===== src/rtl/load_store_unit_pkg.sv =====
// Shared encodings and helpers for the load/store unit.
package load_store_unit_pkg;

  // Request size encodings.
  localparam logic [1:0] LSU_SZ_BYTE = 2'b00;
  localparam logic [1:0] LSU_SZ_HALF = 2'b01;
  localparam logic [1:0] LSU_SZ_WORD = 2'b10;
  localparam logic [1:0] LSU_SZ_RSVD = 2'b11;

  typedef enum logic [1:0] {
    LSU_IDLE   = 2'b00,
    LSU_ACCESS = 2'b01,
    LSU_WRITE  = 2'b10,
    LSU_RESP   = 2'b11
  } lsu_state_e;

  // True when the byte offset is not naturally aligned for the size.
  function automatic logic lsu_misaligned(input logic [1:0] size, input logic [1:0] off);
    logic res;
    res = 1'b0;
    if (size == LSU_SZ_HALF) res = off[0];
    else if (size == LSU_SZ_WORD) res = (off != 2'b00);
    return res;
  endfunction

  // Offset with the sub-alignment bits dropped for halfword and word accesses.
  function automatic logic [1:0] lsu_align_off(input logic [1:0] size, input logic [1:0] off);
    logic [1:0] res;
    res = off;
    if (size == LSU_SZ_HALF) res = {off[1], 1'b0};
    else if (size == LSU_SZ_WORD) res = 2'b00;
    return res;
  endfunction

endpackage


===== src/rtl/load_store_unit_if.sv =====
// Pipeline-side request/response bundle of the load/store unit.
interface load_store_unit_if;
  logic        req_valid;
  logic        req_ready;
  logic        req_write;
  logic [1:0]  req_size;
  logic        req_unsigned;
  logic [31:0] req_addr;
  logic [31:0] req_wdata;
  logic        rsp_valid;
  logic        rsp_err;
  logic [31:0] rsp_rdata;

  modport master (
    output req_valid, req_write, req_size, req_unsigned, req_addr, req_wdata,
    input  req_ready, rsp_valid, rsp_err, rsp_rdata
  );

  modport slave (
    input  req_valid, req_write, req_size, req_unsigned, req_addr, req_wdata,
    output req_ready, rsp_valid, rsp_err, rsp_rdata
  );
endinterface


===== src/rtl/lsu_lane_align.sv =====
// Byte-lane steering between a memory word and right-aligned pipeline data.
module lsu_lane_align
  import load_store_unit_pkg::*;
(
  input  logic [31:0] rdata_i,
  input  logic [31:0] wdata_i,
  input  logic [1:0]  offset_i,
  input  logic [1:0]  size_i,
  input  logic        unsigned_i,
  output logic [31:0] load_data_o,
  output logic [31:0] store_word_o
);

  function automatic logic [31:0] extract_load(input logic [31:0] word, input logic [1:0] off,
                                               input logic [1:0] size, input logic uns);
    logic [31:0] sh;
    logic [31:0] res;
    res = word;
    if (size == LSU_SZ_BYTE) begin
      sh  = word >> {off, 3'b000};
      res = uns ? {24'h0, sh[7:0]} : {{24{sh[7]}}, sh[7:0]};
    end else if (size == LSU_SZ_HALF) begin
      sh  = word >> {off[1], 4'b0000};
      res = uns ? {16'h0, sh[15:0]} : {{16{sh[15]}}, sh[15:0]};
    end
    return res;
  endfunction

  function automatic logic [31:0] merge_store(input logic [31:0] old_word,
                                              input logic [31:0] new_data,
                                              input logic [1:0] off, input logic [1:0] size);
    logic [31:0] mask;
    logic [31:0] data;
    mask = 32'hFFFF_FFFF;
    data = new_data;
    if (size == LSU_SZ_BYTE) begin
      mask = 32'h0000_00FF << {off, 3'b000};
      data = {24'h0, new_data[7:0]} << {off, 3'b000};
    end else if (size == LSU_SZ_HALF) begin
      mask = 32'h0000_FFFF << {off[1], 4'b0000};
      data = {16'h0, new_data[15:0]} << {off[1], 4'b0000};
    end
    return (old_word & ~mask) | (data & mask);
  endfunction

  // Both directions are pure lane steering.
  always_comb begin
    load_data_o  = extract_load(rdata_i, offset_i, size_i, unsigned_i);
    store_word_o = merge_store(rdata_i, wdata_i, offset_i, size_i);
  end

endmodule


===== src/rtl/load_store_unit.sv =====
// MEM-stage load/store unit: byte/half/word accesses over a word-wide memory,
// sub-word stores via read-modify-write. Build option LSU_MISALIGN_CHECK_EN
// rejects misaligned half/word requests; otherwise their low address bits are dropped.
module load_store_unit
  import load_store_unit_pkg::*;
#(
  parameter int unsigned MEM_WORDS = 512
) (
  input  logic             CLK,
  input  logic             RST_N,
  load_store_unit_if.slave bus,
  output logic [31:0]      mem_addr,
  output logic [31:0]      mem_wdata,
  output logic             mem_we,
  input  logic [31:0]      mem_rdata
);

  lsu_state_e  state_q, state_d;
  logic [31:0] addr_q;
  logic [1:0]  size_q;
  logic        write_q, unsigned_q, err_q;
  logic [31:0] wdata_q, rdata_q;

  logic        accept, req_err, misaligned, out_of_range;
  logic [31:0] addr_in, load_data, store_word;

  assign accept       = bus.req_valid && bus.req_ready;
  assign out_of_range = {2'b00, bus.req_addr[31:2]} >= MEM_WORDS;

`ifdef LSU_MISALIGN_CHECK_EN
  assign misaligned = lsu_misaligned(bus.req_size, bus.req_addr[1:0]);
  assign addr_in    = bus.req_addr;
`else
  assign misaligned = 1'b0;
  assign addr_in    = {bus.req_addr[31:2], lsu_align_off(bus.req_size, bus.req_addr[1:0])};
`endif

  assign req_err = (bus.req_size == LSU_SZ_RSVD) || misaligned || out_of_range;

  // State register.
  always_ff @(posedge CLK or negedge RST_N) begin
    if (!RST_N) state_q <= LSU_IDLE;
    else        state_q <= state_d;
  end

  // Next state: rejected requests skip straight to the response.
  always_comb begin
    state_d = state_q;
    unique case (state_q)
      LSU_IDLE, LSU_RESP: begin
        if (accept) state_d = req_err ? LSU_RESP : LSU_ACCESS;
        else        state_d = LSU_IDLE;
      end
      LSU_ACCESS: state_d = (write_q && size_q != LSU_SZ_WORD) ? LSU_WRITE : LSU_RESP;
      LSU_WRITE:  state_d = LSU_RESP;
      default:    state_d = LSU_IDLE;
    endcase
  end

  // Outputs decoded from state; the write strobe never coincides with a read-merge cycle.
  always_comb begin
    bus.req_ready = (state_q == LSU_IDLE) || (state_q == LSU_RESP);
    bus.rsp_valid = (state_q == LSU_RESP);
    bus.rsp_err   = (state_q == LSU_RESP) && err_q;
    mem_we        = ((state_q == LSU_ACCESS) && write_q && (size_q == LSU_SZ_WORD)) ||
                    (state_q == LSU_WRITE);
  end

  // Request latch, load capture and read-modify-write merge.
  always_ff @(posedge CLK or negedge RST_N) begin
    if (!RST_N) begin
      addr_q     <= 32'h0;
      size_q     <= LSU_SZ_BYTE;
      write_q    <= 1'b0;
      unsigned_q <= 1'b0;
      err_q      <= 1'b0;
      wdata_q    <= 32'h0;
      rdata_q    <= 32'h0;
    end else if (accept) begin
      addr_q     <= addr_in;
      size_q     <= bus.req_size;
      write_q    <= bus.req_write;
      unsigned_q <= bus.req_unsigned;
      err_q      <= req_err;
      wdata_q    <= bus.req_wdata;
    end else if (state_q == LSU_ACCESS) begin
      if (!write_q)                   rdata_q <= load_data;
      else if (size_q != LSU_SZ_WORD) wdata_q <= store_word;
    end
  end

  lsu_lane_align u_lane_align (
    .rdata_i      (mem_rdata),
    .wdata_i      (wdata_q),
    .offset_i     (addr_q[1:0]),
    .size_i       (size_q),
    .unsigned_i   (unsigned_q),
    .load_data_o  (load_data),
    .store_word_o (store_word)
  );

  assign mem_addr      = {addr_q[31:2], 2'b00};
  assign mem_wdata     = wdata_q;
  assign bus.rsp_rdata = rdata_q;

endmodule


===== src/flat_wrapper.sv =====
// flat-port wrapper written by rule: the top's interface ports become plain ports
module load_store_unit_flat import load_store_unit_pkg::*;
#(
  parameter int unsigned MEM_WORDS = 512
)
  (CLK, RST_N, mem_addr, mem_wdata, mem_we, mem_rdata, bus_req_valid, bus_req_write, bus_req_size, bus_req_unsigned, bus_req_addr, bus_req_wdata, bus_req_ready, bus_rsp_valid, bus_rsp_err, bus_rsp_rdata);
  load_store_unit_if bus_i ();
  input  logic CLK;
  input  logic RST_N;
  output logic [31:0] mem_addr;
  output logic [31:0] mem_wdata;
  output logic mem_we;
  input  logic [31:0] mem_rdata;
  input wire logic [$bits(bus_i.req_valid)-1:0] bus_req_valid;
  input wire logic [$bits(bus_i.req_write)-1:0] bus_req_write;
  input wire logic [$bits(bus_i.req_size)-1:0] bus_req_size;
  input wire logic [$bits(bus_i.req_unsigned)-1:0] bus_req_unsigned;
  input wire logic [$bits(bus_i.req_addr)-1:0] bus_req_addr;
  input wire logic [$bits(bus_i.req_wdata)-1:0] bus_req_wdata;
  output wire logic [$bits(bus_i.req_ready)-1:0] bus_req_ready;
  output wire logic [$bits(bus_i.rsp_valid)-1:0] bus_rsp_valid;
  output wire logic [$bits(bus_i.rsp_err)-1:0] bus_rsp_err;
  output wire logic [$bits(bus_i.rsp_rdata)-1:0] bus_rsp_rdata;
  assign bus_i.req_valid = bus_req_valid;
  assign bus_i.req_write = bus_req_write;
  assign bus_i.req_size = bus_req_size;
  assign bus_i.req_unsigned = bus_req_unsigned;
  assign bus_i.req_addr = bus_req_addr;
  assign bus_i.req_wdata = bus_req_wdata;
  assign bus_req_ready = bus_i.req_ready;
  assign bus_rsp_valid = bus_i.rsp_valid;
  assign bus_rsp_err = bus_i.rsp_err;
  assign bus_rsp_rdata = bus_i.rsp_rdata;
  load_store_unit #(.MEM_WORDS(MEM_WORDS)) u_core (.CLK(CLK), .RST_N(RST_N), .bus(bus_i), .mem_addr(mem_addr), .mem_wdata(mem_wdata), .mem_we(mem_we), .mem_rdata(mem_rdata));
endmodule

===== config.mk =====
export PLATFORM = sky130hd
export DESIGN_NAME = load_store_unit_flat
export DESIGN_NICKNAME = d
export VERILOG_FILES = /design/src/rtl/load_store_unit_pkg.sv /design/src/rtl/load_store_unit_if.sv /design/src/rtl/lsu_lane_align.sv /design/src/rtl/load_store_unit.sv /design/src/flat_wrapper.sv
export SDC_FILE = /design/constraint.sdc
export NUM_CORES = 1
export LEC_CHECK = 0
export ABC_CLOCK_PERIOD_IN_PS = 2300
export BUFFER_PORTS_ARGS = -buffer_cell sky130_fd_sc_hd__buf_2
export CAP_MARGIN = 20
export CORE_MARGIN = 2
export CORE_UTILIZATION = 50
export DETAILED_ROUTE_END_ITERATION = 8
export HOLD_SLACK_MARGIN = 0.02
export PLACE_DENSITY = 0.89
export SLEW_MARGIN = 5
export SYNTH_ARGS = -nofsm -noshare
export SYNTH_HDL_FRONTEND = slang
export SYNTH_SLANG_ARGS = --single-unit

===== constraint.sdc =====
create_clock -name CLK -period 2.3 [get_ports CLK]
set_input_delay 0.115 -clock CLK [delete_from_list [all_inputs] [get_ports CLK]]
set_output_delay 0.115 -clock CLK [all_outputs]
set_load 0.01 [all_outputs]

# Word-level counts from Yosys, hierarchy flattened
# Cells that the tools add are included.
dict set report word_totals {
  reg_bits 103
  in_bits 103
  output_inout_bits 100
  word_cells 64
}
dict set report classes {
  n_lt_le_gt_ge 1
  n_eq_ne 9
  shift 6
  n_mux 18
  bitwise 6
  reduce_logical 16
}
# cell n
set ops {}
lappend ops {{32-bit 2-to-1 mux} 12}
lappend ops {{32-bit bitwise AND} 2}
lappend ops {{32-bit inverter} 1}
lappend ops {{32-bit OR} 1}
lappend ops {{16-bit by 5-bit << shifter with 32-bit output} 1}
lappend ops {{16-bit by 5-bit << shifter with 32-bit output (first input constant)} 1}
lappend ops {{8-bit by 5-bit << shifter with 32-bit output} 1}
lappend ops {{8-bit by 5-bit << shifter with 32-bit output (first input constant)} 1}
lappend ops {{32-bit by 5-bit >> shifter with 16-bit output} 1}
lappend ops {{32-bit by 5-bit >> shifter with 8-bit output} 1}
lappend ops {{30-bit by 10-bit >= comparator with 1-bit output (second input constant)} 1}
lappend ops {{2-bit == test (second input constant)} 5}
lappend ops {{2-bit 2-to-1 mux} 4}
lappend ops {{2-bit by 1-bit == test with 1-bit output (second input constant)} 3}
lappend ops {{2-bit one-hot mux with 3 select lines} 1}
lappend ops {{3-bit AND reduction} 2}
lappend ops {{2-bit nonzero test} 3}
lappend ops {{1-bit logical AND} 5}
lappend ops {{2-bit logical NOT} 2}
lappend ops {{1-bit logical OR} 3}
lappend ops {{2-bit != test (second input constant)} 1}
lappend ops {{1-bit inverter} 2}
lappend ops {{2-bit OR reduction} 1}
lappend ops {{1-bit 2-to-1 mux} 1}

# Depth between registers and ports, before layout
dict set report logic_depth {
  ltp_word 10
  depth_mapped 8
  ltp_nobuf 6
}

# By module
# Synthesis repeated with hierarchy kept, for this count alone.
dict set report unflattened {
  hier_cells 517
  area_unflattened_um2 6249.7
}
# module instances cells_per_inst area_each_um2
set by_module_without_submodules {}
lappend by_module_without_submodules {load_store_unit 1 315 4784.6}
lappend by_module_without_submodules {lsu_lane_align 1 202 1465.2}

# Worst setup path before layout
# Ideal clock, no wire load.
dict set report synth_path {
  path_type {flip-flop to flip-flop}
  start {register u_core.state_q[0]}
  end {register (tool-made name)}
  t_arrival_ps 1893
  slack_ps 280
  path_stages_with_launch 9
  path_buffers 2
  cell_sequence {dfrtp_1 inv_1 ha_1 and2_1 clkbuf_1 or3_1 clkbuf_1 a221oi_1 nor2_1}
}
# element line
set synth_lines {}
lappend synth_lines {{start: declaration} load_store_unit.sv:18} ;# lsu_state_e state_q, state_d;
lappend synth_lines {{start signal: assignment} load_store_unit.sv:43} ;# else state_q <= state_d;

# Worst setup path in the final report
dict set report layout_path {
  start {register u_core.state_q[0]}
  end {register u_core.rdata_q[30] (netlist: u_core.bus.rsp_rdata[30])}
}
dict set report layout_between {
  elab_chain_len 5
  word_cells_on_any_way 7
  cone_classes {eq/ne (2); bitwise (1); reduce/logical (4)}
}
# element line
set layout_lines {}
lappend layout_lines {{2-bit == test or 2-bit logical NOT (tied branches)} load_store_unit.sv:62} ;# bus.req_ready = (state_q == LSU_IDLE) || (state_q == LSU_RESP);
lappend layout_lines {{1-bit logical OR} load_store_unit.sv:62}
lappend layout_lines {{1-bit logical AND} load_store_unit.sv:27} ;# assign accept = bus.req_valid && bus.req_ready;
lappend layout_lines {{1-bit inverter (no source line)} --}
lappend layout_lines {{3-bit AND reduction (no source line) *} --}
lappend layout_lines {{end signal: assignment} load_store_unit.sv:87} ;# if (!write_q) rdata_q <= load_data;
lappend layout_lines {{end: declaration} load_store_unit.sv:22} ;# logic [31:0] wdata_q, rdata_q;
# Mark *: on every way between the ends. The rest lies on a longest branch, timed or not.
# A chain may end at the register's enable or synchronous reset.

==> metrics.cfg <==
[critical_path]
worstSetupStartpoint=u_core.state_q[0]$_DFF_PN0_
cp_slowest_cell=a211o_1
rrSetupSlack_ps=210
rr_worst_depth=6
worstSetupEndpoint=u_core.bus.rsp_rdata[30]$_DFFE_PN0P_
end_kind=flip-flop
path_class=reg2reg
crit_fanout=16
cpPeakStageDelay_ps=590
reg2reg_from=u_core.state_q[0]$_DFF_PN0_
cp.required_ps=2510
crit_arrival_ps=2310
setup.worst_path.start_class=flip-flop
crit_chain=inv_1, ha_1, nand2_2, nand3b_1, a211o_1, o311ai_0
r2r_end=u_core.bus.rsp_rdata[30]$_DFFE_PN0P_

[yosys]
ys_warn_count=0
synth-main-ff-cell=dfrtp_1
yosys-top-cells-area=dfrtp_1, nand2_1, buf_4
synth_most_common_cell=nand2_1
ys_seq_area_share_pct=48.1
synth-seq-cells=103
synth_compound_area_share_pct=21.7
ys_top_cells_by_count=nand2_1, dfrtp_1, buf_4, nor2_1, o21ai_0
synth_edf_count=0
synthSimpleGateAreaFrac_pct=18.9
synth_top_family_by_area=compound AO/OA/AOI/OAI gates
synth_area_um2=5360
async_flop_share_pct=100
yosys.cell_types.count=50
synth_top_area_share_pct=48.1
syn_inst=581
yosysTopAreaCell=dfrtp_1
synthMuxAreaShare_pct=1.85
synth_area_per_cell_um2=9.22
synthAdderAreaFrac_pct=0.701
synth_xor_area_share_pct=0

[clocking]
cts_max_level=3
cts_buffer_depth=2
cts_buffers=9
cts_resized=0
cts_setup_buffers=0
cts_tree=done
clkTransAtPathRegs_ps=100
cts_root_buffer=clkbuf_8
cts.hold.buffers_added=53
cts_sinks=103
clk_latency_ps=380

[placed_design]
placed_cells=867
gp_congestion=0.919
dp_hpwl_um=12800
place_area_um2=6290
port_buffers=200
pre_cts_ws_ps=258

[power_and_ir_drop]
p_total_mw=9.53
vdd_drop_max_mv=0.664
leakage_nw=3.48
power.density_nw_per_um2=1360

[timing]
hold_viol_final=0
period_share_pct=91.1
skew_ps=5.35
max_freq_mhz=477
setup_viol=0
finalMaxSlewViolations=0
holdWs_ps=30.6
tns_ps=0
slew_headroom_pct=33.1
fin_ws_ps=206
finalWorstPathRequiredPeriod_ps=2090
rsz0062_at_grt=false
worst_pin_slew_ps=998

[hold_path]
hp-class=in2reg

[die]
die_h_um=108
design.core.area_um2=10400
die_w_um=108
die_area_um2=11600
start_util_pct=51.7
pin_count=203
rows=37

[grt]
grt_max_degree=51
antenna_found_initial=0
grt_pass1_vias=5672
grt.overflow.total=0
track_usage_pct=32.2
grt_pass1_wl_um=28800

[detailed_routing]
final_antenna_net_count=0
wire_per_inst_um=19.6
drt_wl_total_um=18300
first_iter_violations=460
dr.pass1.iters=5
remaining_drc_errors=0
vias_per_cell=5.96
vias=5582

[finish]
final_cells=936
utilization_pct=67.7
n_antenna_cell=0
postLayoutCellArea_um2=7020
syn_to_final_growth_pct=31.1
drive_gt1_share_pct=32.5
nFillCells=791
layout.nets=901

[outcome]
status=complete, no violations

[run]
drv_cap=0

==> layer usage <==
layer	track usage [%]	wire length, µm	up-vias
li1	-	-	2482
met1	40.4	6960	2627
met2	52.1	8620	410
met3	6.90	1970	63
met4	16.8	768	0
met5	0	0	-
==> final cells by class <==
| type | count | area [µm²] | share of cell area [%] |
|---|---|---|---|
| Sequential cell | 103 | 2580 | 36.7 |
| Timing Repair Buffer | 275 | 1710 | 24.4 |
| Clock inverter | 6 | 67.6 | 0.962 |
| Multi-Input combinational cell | 395 | 2320 | 33.1 |
| Tap cell | 136 | 170 | 2.42 |
| Inverter | 11 | 41.3 | 0.588 |
| Clock buffer | 10 | 128 | 1.82 |
==> cell families (layout without fill, tap and decap cells) <==
| group | after synthesis | after routing |
|---|---|---|
| and+or+nand+nor | 226 | 226 |
| AOI/OAI and AO/OA | 155 | 155 |
| DFF | 103 | 103 |
| buffers and inverters | 84 | 302 |
| muxes | 9 | 9 |
| adders and majority gates | 3 | 3 |
| other | 1 | 2 |
==> power by group <==
group / internal (mW) / total, mW / switching, mW
clock: 0.510 / 1.17 / 0.661
sequential: 2.70 / 3.42 / 0.721
combinational: 1.98 / 4.94 / 2.96
==> how the worst min path moves through the flow <==
stage                           start  slack (ps)                              endpoint  depth (start not counted)
floorplan                       RST_N        -180            asynchronous set/reset pin                          0
global placement                RST_N          40  u_core.bus.rsp_rdata[10]$_DFFE_PN0P_                          1
detailed placement              RST_N          40  u_core.bus.rsp_rdata[12]$_DFFE_PN0P_                          1
CTS                 bus_req_wdata[24]          30                             flip-flop                          3
global route            mem_rdata[20]          50  u_core.bus.rsp_rdata[20]$_DFFE_PN0P_                          3
finish              bus_req_wdata[24]          30                             flip-flop                          3
==> placed cells by master (no fill, tap or decap), types with 3 or more instances in the layout <==
master and n:
buf_2 199, nand2_1 136, dfrtp_1 103, dlygate4sd3_1 53, nor2_1 32, o21ai_0 27
a221oi_1 26, buf_4 22, o22ai_1 16, o2bb2ai_1 15, a21oi_1 13, nand3_1 13
inv_1 11, a22o_1 11, clkbuf_8 9, nand2b_1 8, a22oi_1 8, and3_1 8
a221o_1 8, nand3_2 7, mux2_2 7, a31oi_1 6, o311ai_0 5, a32oi_1 5
nor4_1 4, nor3_1 3, and2_1 3, o211ai_2 3, nor2b_1 3, o21a_1 3
ha_1 3
==> worst max-delay path, delay by kind of cell (launching register included) <==
family	cells	cell delay (ps)
buf+inv	1	60
fa+ha+maj	1	320
simple gates	2	280
flops	1	390
compound gates	2	880
No activity file was read; power rests on OpenSTA's default activity.
